### src/rtl/hazard_stall_unit.sv
// hazard_stall_unit
// Decides, each cycle, whether the pipeline front end has to stall, flush or
// freeze, and tracks how long a data-memory access has been outstanding.
//
// Parameters
//   TIMEOUT_CYCLES  consecutive memory-wait cycles before the wait is aborted (1..255)
//
// Ports
//   clk, reset_n                       clock, synchronous active-low reset
//   id_rs1_addr_i, id_rs2_addr_i       source register indices of the ID instruction
//   id_rs1_used_i, id_rs2_used_i       ID instruction actually reads rs1 / rs2
//   ex_reg_wr_addr_i, ex_reg_wr_sig_i  destination and write enable of the EX instruction
//   ex_is_load_i                       EX instruction is a load
//   ex_br_taken_i                      branch/jump resolved taken in EX
//   mem_req_i, mem_ack_i               MEM stage access outstanding / completing
//   cnt_clr_i                          clear the stall-cycle counter
//   pc_stall_o, if_id_stall_o          hold PC and IF-ID register
//   id_ex_stall_o                      insert a bubble into ID-EX
//   if_id_flush_o, id_ex_flush_o       squash IF-ID / ID-EX
//   pipe_freeze_o                      hold ID-EX, EX-MEM and MEM-WB
//   state_o                            current state (RUN=00, WAIT=01, FLUSH=10)
//   mem_timeout_o                      sticky memory-abort flag
//   stall_cnt_o                        saturating count of PC-stall cycles
module hazard_stall_unit #(
  parameter int TIMEOUT_CYCLES = 255
) (
  input  logic        clk,
  input  logic        reset_n,
  input  logic [4:0]  id_rs1_addr_i,
  input  logic [4:0]  id_rs2_addr_i,
  input  logic        id_rs1_used_i,
  input  logic        id_rs2_used_i,
  input  logic [4:0]  ex_reg_wr_addr_i,
  input  logic        ex_reg_wr_sig_i,
  input  logic        ex_is_load_i,
  input  logic        ex_br_taken_i,
  input  logic        mem_req_i,
  input  logic        mem_ack_i,
  input  logic        cnt_clr_i,
  output logic        pc_stall_o,
  output logic        if_id_stall_o,
  output logic        id_ex_stall_o,
  output logic        if_id_flush_o,
  output logic        id_ex_flush_o,
  output logic        pipe_freeze_o,
  output logic [1:0]  state_o,
  output logic        mem_timeout_o,
  output logic [15:0] stall_cnt_o
);

  typedef enum logic [1:0] {
    S_RUN     = 2'b00,
    S_WAIT    = 2'b01,
    S_FLUSH   = 2'b10,
    S_ILLEGAL = 2'b11
  } state_t;

  localparam logic [8:0] TIMEOUT_LIM = 9'(TIMEOUT_CYCLES);

  state_t      r_state;
  state_t      w_nextState;
  logic [7:0]  r_waitCnt;
  logic [7:0]  w_nextWaitCnt;
  logic [8:0]  w_waitInc;
  logic        w_setTimeout;
  logic        w_loadUse;
  logic        w_memWait;
  logic        r_memTimeout;
  logic [15:0] r_stallCnt;

  // A load whose destination is read by the ID instruction cannot forward in
  // time; writes to x0 never create a dependency.
  assign w_loadUse = ex_is_load_i & ex_reg_wr_sig_i & (ex_reg_wr_addr_i != 5'd0) &
                     ((id_rs1_used_i & (id_rs1_addr_i == ex_reg_wr_addr_i)) |
                      (id_rs2_used_i & (id_rs2_addr_i == ex_reg_wr_addr_i)));

  assign w_memWait = mem_req_i & ~mem_ack_i;

  // Nine bits so the increment never wraps before it is compared with the limit.
  assign w_waitInc = {1'b0, r_waitCnt} + 9'd1;

  // Next-state and output decode. Memory wait dominates a taken branch, which
  // dominates a load-use bubble. The wait counter already counts the cycle
  // that entered WAIT, so the abort fires on the cycle whose incremented
  // count reaches the limit, giving exactly TIMEOUT_CYCLES frozen cycles.
  always_comb begin
    w_nextState   = S_RUN;
    w_nextWaitCnt = 8'd0;
    w_setTimeout  = 1'b0;
    pc_stall_o    = 1'b0;
    if_id_stall_o = 1'b0;
    id_ex_stall_o = 1'b0;
    if_id_flush_o = 1'b0;
    id_ex_flush_o = 1'b0;
    pipe_freeze_o = 1'b0;

    case (r_state)
      S_RUN: begin
        if (w_memWait) begin
          pc_stall_o    = 1'b1;
          if_id_stall_o = 1'b1;
          pipe_freeze_o = 1'b1;
          w_nextState   = S_WAIT;
          w_nextWaitCnt = 8'd1;
        end else if (ex_br_taken_i) begin
          if_id_flush_o = 1'b1;
          id_ex_flush_o = 1'b1;
          w_nextState   = S_FLUSH;
        end else if (w_loadUse) begin
          pc_stall_o    = 1'b1;
          if_id_stall_o = 1'b1;
          id_ex_stall_o = 1'b1;
        end
      end

      S_WAIT: begin
        if (!mem_ack_i) begin
          pc_stall_o    = 1'b1;
          if_id_stall_o = 1'b1;
          pipe_freeze_o = 1'b1;
          if (w_waitInc >= TIMEOUT_LIM) begin
            w_setTimeout = 1'b1;
          end else begin
            w_nextState   = S_WAIT;
            w_nextWaitCnt = w_waitInc[7:0];
          end
        end
      end

      S_FLUSH: begin
        if (w_memWait) begin
          pc_stall_o    = 1'b1;
          if_id_stall_o = 1'b1;
          pipe_freeze_o = 1'b1;
          w_nextState   = S_WAIT;
          w_nextWaitCnt = 8'd1;
        end
      end

      default: begin
        w_nextState = S_RUN;
      end
    endcase

    // Reset silences every pipeline control regardless of state or inputs.
    if (!reset_n) begin
      pc_stall_o    = 1'b0;
      if_id_stall_o = 1'b0;
      id_ex_stall_o = 1'b0;
      if_id_flush_o = 1'b0;
      id_ex_flush_o = 1'b0;
      pipe_freeze_o = 1'b0;
      w_setTimeout  = 1'b0;
    end
  end

  // State and wait counter; a reset during WAIT simply drops the wait.
  always_ff @(posedge clk) begin
    if (!reset_n) begin
      r_state   <= S_RUN;
      r_waitCnt <= 8'd0;
    end else begin
      r_state   <= w_nextState;
      r_waitCnt <= w_nextWaitCnt;
    end
  end

  // Sticky abort flag: only reset clears it, the counter clear leaves it alone.
  always_ff @(posedge clk) begin
    if (!reset_n) begin
      r_memTimeout <= 1'b0;
    end else if (w_setTimeout) begin
      r_memTimeout <= 1'b1;
    end
  end

  // Saturating stall-cycle counter; an explicit clear beats an increment.
  always_ff @(posedge clk) begin
    if (!reset_n) begin
      r_stallCnt <= 16'd0;
    end else if (cnt_clr_i) begin
      r_stallCnt <= 16'd0;
    end else if (pc_stall_o && (r_stallCnt != 16'hFFFF)) begin
      r_stallCnt <= r_stallCnt + 16'd1;
    end
  end

  assign state_o       = r_state;
  assign mem_timeout_o = r_memTimeout;
  assign stall_cnt_o   = r_stallCnt;

endmodule

### config.mk
export PLATFORM = sky130hd
export DESIGN_NAME = hazard_stall_unit
export DESIGN_NICKNAME = d
export VERILOG_FILES = /design/src/rtl/hazard_stall_unit.sv
export SDC_FILE = /design/constraint.sdc
export NUM_CORES = 1
export LEC_CHECK = 0
export ABC_AREA = 1
export ABC_CLOCK_PERIOD_IN_PS = 4400
export CAP_MARGIN = 20
export CORE_AREA = 2 2 70 65
export CTS_CLUSTER_SIZE = 14
export DETAILED_ROUTE_END_ITERATION = 16
export DIE_AREA = 0 0 72 67
export GPL_TIMING_DRIVEN = 0
export PLACE_DENSITY = 0.79
export SLEW_MARGIN = 10
export SYNTH_ARGS = -nofsm -noshare
export SYNTH_HDL_FRONTEND = slang
export SYNTH_SLANG_ARGS = --single-unit
export TNS_END_PERCENT = 10
### constraint.sdc
create_clock -name clk -period 4.4 [get_ports clk]
set_input_delay 0.44 -clock clk [delete_from_list [all_inputs] [get_ports clk]]
set_output_delay 0.44 -clock clk [all_outputs]
set_load 0.02 [all_outputs]
Yosys cells after proc, flatten, opt, wreduce, memory -nomap -nowiden
Index checks and enable logic that the tools add are counted.

operators by class
  add/subtract/negate cells = 2
  $lt $le $gt $ge = 1
  equal/unequal tests = 5
  multiplexer cells = 30
  bitwise operators = 9
  reduce and logical (&&, ||, !) cells = 5

operators by type and width
  operator                                                                             count
  1-bit two-way mux                                                                    22
  16-bit by 1-bit adder with 16-bit output, second input constant                      1
  8-bit two-way mux                                                                    2
  16-bit inequality test, second input constant                                        1
  8-bit one-hot mux with 2 select lines                                                1
  5-bit equality test                                                                  2
  8-bit by 1-bit adder with 9-bit output, second input constant                        1
  9-bit by 8-bit greater-or-equal comparator with 1-bit output, second input constant  1
  1-bit AND                                                                            6
  2-bit one-hot mux with 3 select lines                                                1
  5-bit nonzero test                                                                   1
  2-bit two-way mux                                                                    2
  2-bit OR reduction                                                                   2
  1-bit one-hot mux with 3 select lines                                                1
  2-bit by 1-bit equality test with 1-bit output, second input constant                1
  2-bit equality test, second input constant                                           1
  2-bit logical NOT                                                                    1
  1-bit inverter                                                                       2
  1-bit one-hot mux with 2 select lines                                                1
  1-bit logical AND                                                                    1
  1-bit bitwise OR                                                                     1

storage, ports and cells
  flip-flop bits (word level) = 27
  bits of input ports = 25
  output and inout bits = 25

Longest topological paths before layout
  depth after elaboration = 10
  gate-level depth with buffers = 13

Worst setup path before layout
Ideal clock, no wire load.

  kind = input to output
  start point = input port mem_req_i
  end point = output port if_id_flush_o
  arrival = 1.549 ns
  data required time = 3.960 ns
  path slack = 2.411 ns
  cell stages on the path = 6
  path buffers = 1
  cells stage by stage = inv_1 nor2_1 nor3_2 nand2_1 nor2_1 buf_4

between the ends
  longest elaborated chain between the ends = 4

ends and longest elaborated chain
  item                             RTL line  text
  start: declaration               37        input logic mem_req_i,
  1-bit AND                        77        assign w_memWait = mem_req_i & ~mem_ack_i;
  1-bit two-way mux (3 in series)  n/a
  end: declaration                 43        output logic if_id_flush_o,

No other way between the ends.

Final worst setup path
  start point = input port ex_reg_wr_addr_i[0]
  end point = output port pc_stall_o

between the ends
  longest elaborated chain between the ends = 9

ends and longest elaborated chain
  item                                     RTL line  text
  start: declaration                       33        input logic [4:0] ex_reg_wr_addr_i,
  5-bit equality test (on tied branches)   74, 75
  1-bit AND (on tied branches)             74, 75
  1-bit bitwise OR                         74        ((id_rs1_used_i & (id_rs1_addr_i == ex_reg_wr_addr_i)) |
  1-bit AND *                              73        assign w_loadUse = ex_is_load_i & ex_reg_wr_sig_i & (ex_reg_wr_addr_i != 5'd0) &
  1-bit two-way mux *                      109       end else if (w_loadUse) begin
  1-bit two-way mux *                      105       end else if (ex_br_taken_i) begin
  1-bit two-way mux *                      99        if (w_memWait) begin
  1-bit one-hot mux with 3 select lines *  97        case (r_state)
  1-bit two-way mux *                      146       if (!reset_n) begin
  end: declaration                         40        output logic pc_stall_o,

Every way passes the cells marked *; elsewhere a longest branch is shown, timed or not.

==> metrics.md <==
| Metric | Value |
|---|---|
| Share of the synthesized area in the top cell type | 0.271 |
| Endpoints failing setup | 0 |
| WP data required | between 3 and 4 ns |
| Synth area leader | dfxtp_1 |
| Post-synth EDFFs | 0 |
| DRT antenna net count | 0 |
| Post CTS Setup Buffer Count | 0 |
| Standard-cell rows | 22 |
| Vias | 2126 |
| Worst-path fanout max | 4 |
| Synth cell types | 30 |
| HPWL after DPL | 3600 um |
| Avg Synthesized Cell Area | between 6 and 7 um^2 |
| Data arrival, critical path | 2.44 ns |
| Final WS setup | 1.52 ns |
| Pin count of the biggest net entering global routing | 15 |
| Status | finished clean |
| CTS sink count | 27 |
| 1st-iter DRT viols | 143 |
| Final Hold Viols | 0 |
| Synth top area cells | dfxtp_1, nand2_1, nor2_1, inv_1, nand4_1 |
| Post-Route Utilization | 0.640 |
| P per Cell Area | ~200 nW/um^2 |
| First-pass GRT wire length | roughly 8000 um |
| CP Capture Type | output pin |
| R2R setup slack | 2.62 ns |
| Worst-Margin Slew | 0.576 ns |
| Latest clock arrival within the worst-skew pair | 0.27 ns |
| Max IR drop VDD | 0.161 mV |
| Number of CTS-inserted buffers | 3 |
| Area post-placement | 2540 um^2 |
| Reg2reg path depth | 12 |
| Pre-CTS setup slack | 1.51 ns |
| Max transition margin | 0.615 |
| Number of remaining DRC errors | 0 |
| Final setup TNS | 0 ns |
| Global-route usage over all layers | 0.205 |
| GP Congestion | 0.882 |
| Wirelength, routed | 4570 um |
| Critical Path Max Stage Delay | 0.59 ns |
| Warnings, synthesis | 0 |
| Finished Cell Area | about 2600 um^2 |
| Commonest cells post-synth | nand2_1, nor2_1, inv_1 |
| Clk slew on worst S/H paths | 0.08 ns |
| RSZ-0062 raised after global routing | no |
| Count leader, synth | nand2_1 |
| Antenna violations before repair | 0 |
| Leakage power | about 1.2 nW |
| MaxCap Viol Count | 0 |
| Clk buf depth | 2 |
| Layout cells sized above 1 | 0.115 |
| Clock skew | 0.00713 ns |
| Wirelength per Cell | 10.7 um |
| Hold crit path type | register to register |
| Final hold slack | 0.474 ns |
| Initial Util | 0.493 |
| Gr ovfl total | 0 |
| Slowest CP cell | clkdlybuf4s50_1 |
| CTS tree | built |
| Die Span X | 72 um |
| Top Ports | 50 |
| Sequential share of the synthesized area | 0.271 |
| Worst path cell trace | clkdlybuf4s50_1 > inv_2 > nand2_1 > nand2_1 > nor2_1 > nand3_1 > nand2_2 > nand2_4 > a21oi_1 > buf_4 > clkdlybuf4s50_1 |
| Fmax | 348 MHz |
| Number of port buffers | between 40 and 50 |
| Die Footprint | 4820 um^2 |
| Fillcell total | 376 |
| Post-Synthesis Cells | about 330 |
| Layout Nets | 410 |
| Root buf cell | clkbuf_8 |
| Critical path class | input pin to output pin |
| Via-to-Cell Ratio | around 5.0 |
| Total iterations of the first detailed-routing run | 4 |
| Fin crit period | about 2.9 ns |
| CTS resizes | 0 |
| Diodes inserted | 0 |
| Area grow syn2layout | 29.9% |
| Mapped cell area | 1990 um^2 |
| Syn nets | between 300 and 400 |
| H-tree depth | 1 |
| Primary FF master, synth | dfxtp_1 |
| Final Max Tran Viols | 0 |
| Vias in the first global route | 1873 |
| Async SR Flop Fraction | 0 |
| CTS Hold Bufs | 0 |
| Yosys reg bits | 27 |
| Die height | 67 um |
| Tcrit/Tclk final | 0.654 |
| Worst Setup Start Kind | input pin |
| Core area | 4050 um^2 |
| WHS Path Cells | 2 |
==> cell usage in the layout, fill, tap and decap left out, types with 2 or more instances in the layout <==
cell type / synthesis / layout
nor2_1: 60 / 60
ha_1: 3 / 3
nor3_1: 4 / 4
nand3_2: 7 / 7
clkbuf_8: 0 / 3
nor3_2: 2 / 2
clkdlybuf4s50_1: 0 / 49
dfxtp_1: 27 / 27
nand2_2: 3 / 3
nand4_1: 18 / 18
nand4_4: 2 / 2
nand2_1: 98 / 98
nor2_2: 4 / 4
inv_2: 11 / 11
inv_1: 47 / 47
nand3_1: 20 / 20
a21oi_1: 5 / 5
buf_4: 3 / 3
==> metrics by stage <==
step,power (mW),std cells
after global placement,0.368,425
final,0.504,429
after global routing,0.530,429
after CTS,0.512,429
after floorplan,0.322,328
after detailed placement,0.369,425
==> registers in the layout, summed over array words and instances (netlist names) <==
signal         flops
stall_cnt_o       16
r_waitCnt          8
state_o            2
mem_timeout_o      1
==> final timing paths <==
kind | from | end
setup / recovery | ex_reg_wr_addr_i[0] | pc_stall_o
hold / removal | mem_timeout_o | mem_timeout_o
setup reg to reg | r_waitCnt[0] | r_waitCnt[0]
hold reg to reg | mem_timeout_o | mem_timeout_o
==> layout make-up <==
| cell class | count | area, um^2 | share of cell area |
|---|---|---|---|
| sequential | 27 | 541 | 0.209 |
| tap | 48 | 60.1 | 0.0232 |
| buffer | 6 | 58.8 | 0.0227 |
| multi-input combinational | 236 | 1170 | 0.453 |
| inverter | 59 | 221 | 0.0855 |
| clock buffer | 4 | 45.0 | 0.0174 |
| timing repair buffer | 49 | 490 | 0.189 |
==> routing by layer <==
| layer | vias up | track usage | share of wire |
|---|---|---|---|
| li1 | 1128 | - | - |
| met1 | 920 | 0.265 | 0.47 |
| met2 | 71 | 0.352 | 0.46 |
| met3 | 7 | 0.0318 | 0.059 |
| met4 | 0 | 0.0637 | 0.011 |
| met5 | - | 0 | 0 |
==> report_power, final <==
group	internal, mW	switching (mW)	leakage (nW)	total (mW)
clock	0.0649	0.0754	0.0228	0.140
combinational	0.0521	0.0599	0.954	0.112
sequential	0.247	0.00449	0.218	0.251
==> critical path, delay by kind of cell <==
| family | cells | cell delay, ns |
|---|---|---|
| AND/OR/NAND/NOR | 6 | 0.45 |
| AO/OA/AOI/OAI | 1 | 0.22 |
| buffers and inverters | 4 | 1.33 |
==> kinds of logic (layout without fill, tap and decap cells) <==
kind of cell | after synthesis | in the layout | share of synthesized area
AO/OA/AOI/OAI | 9 | 9 | 0.0276
XOR/XNOR | 1 | 1 | 0.00440
adder cells (fa/ha/maj) | 3 | 3 | 0.0188
buffers and inverters | 65 | 118 | 0.141
flip-flops | 27 | 27 | 0.271
AND/OR/NAND/NOR | 223 | 223 | 0.537
Note: power is estimated with default switching activity, not from simulation.
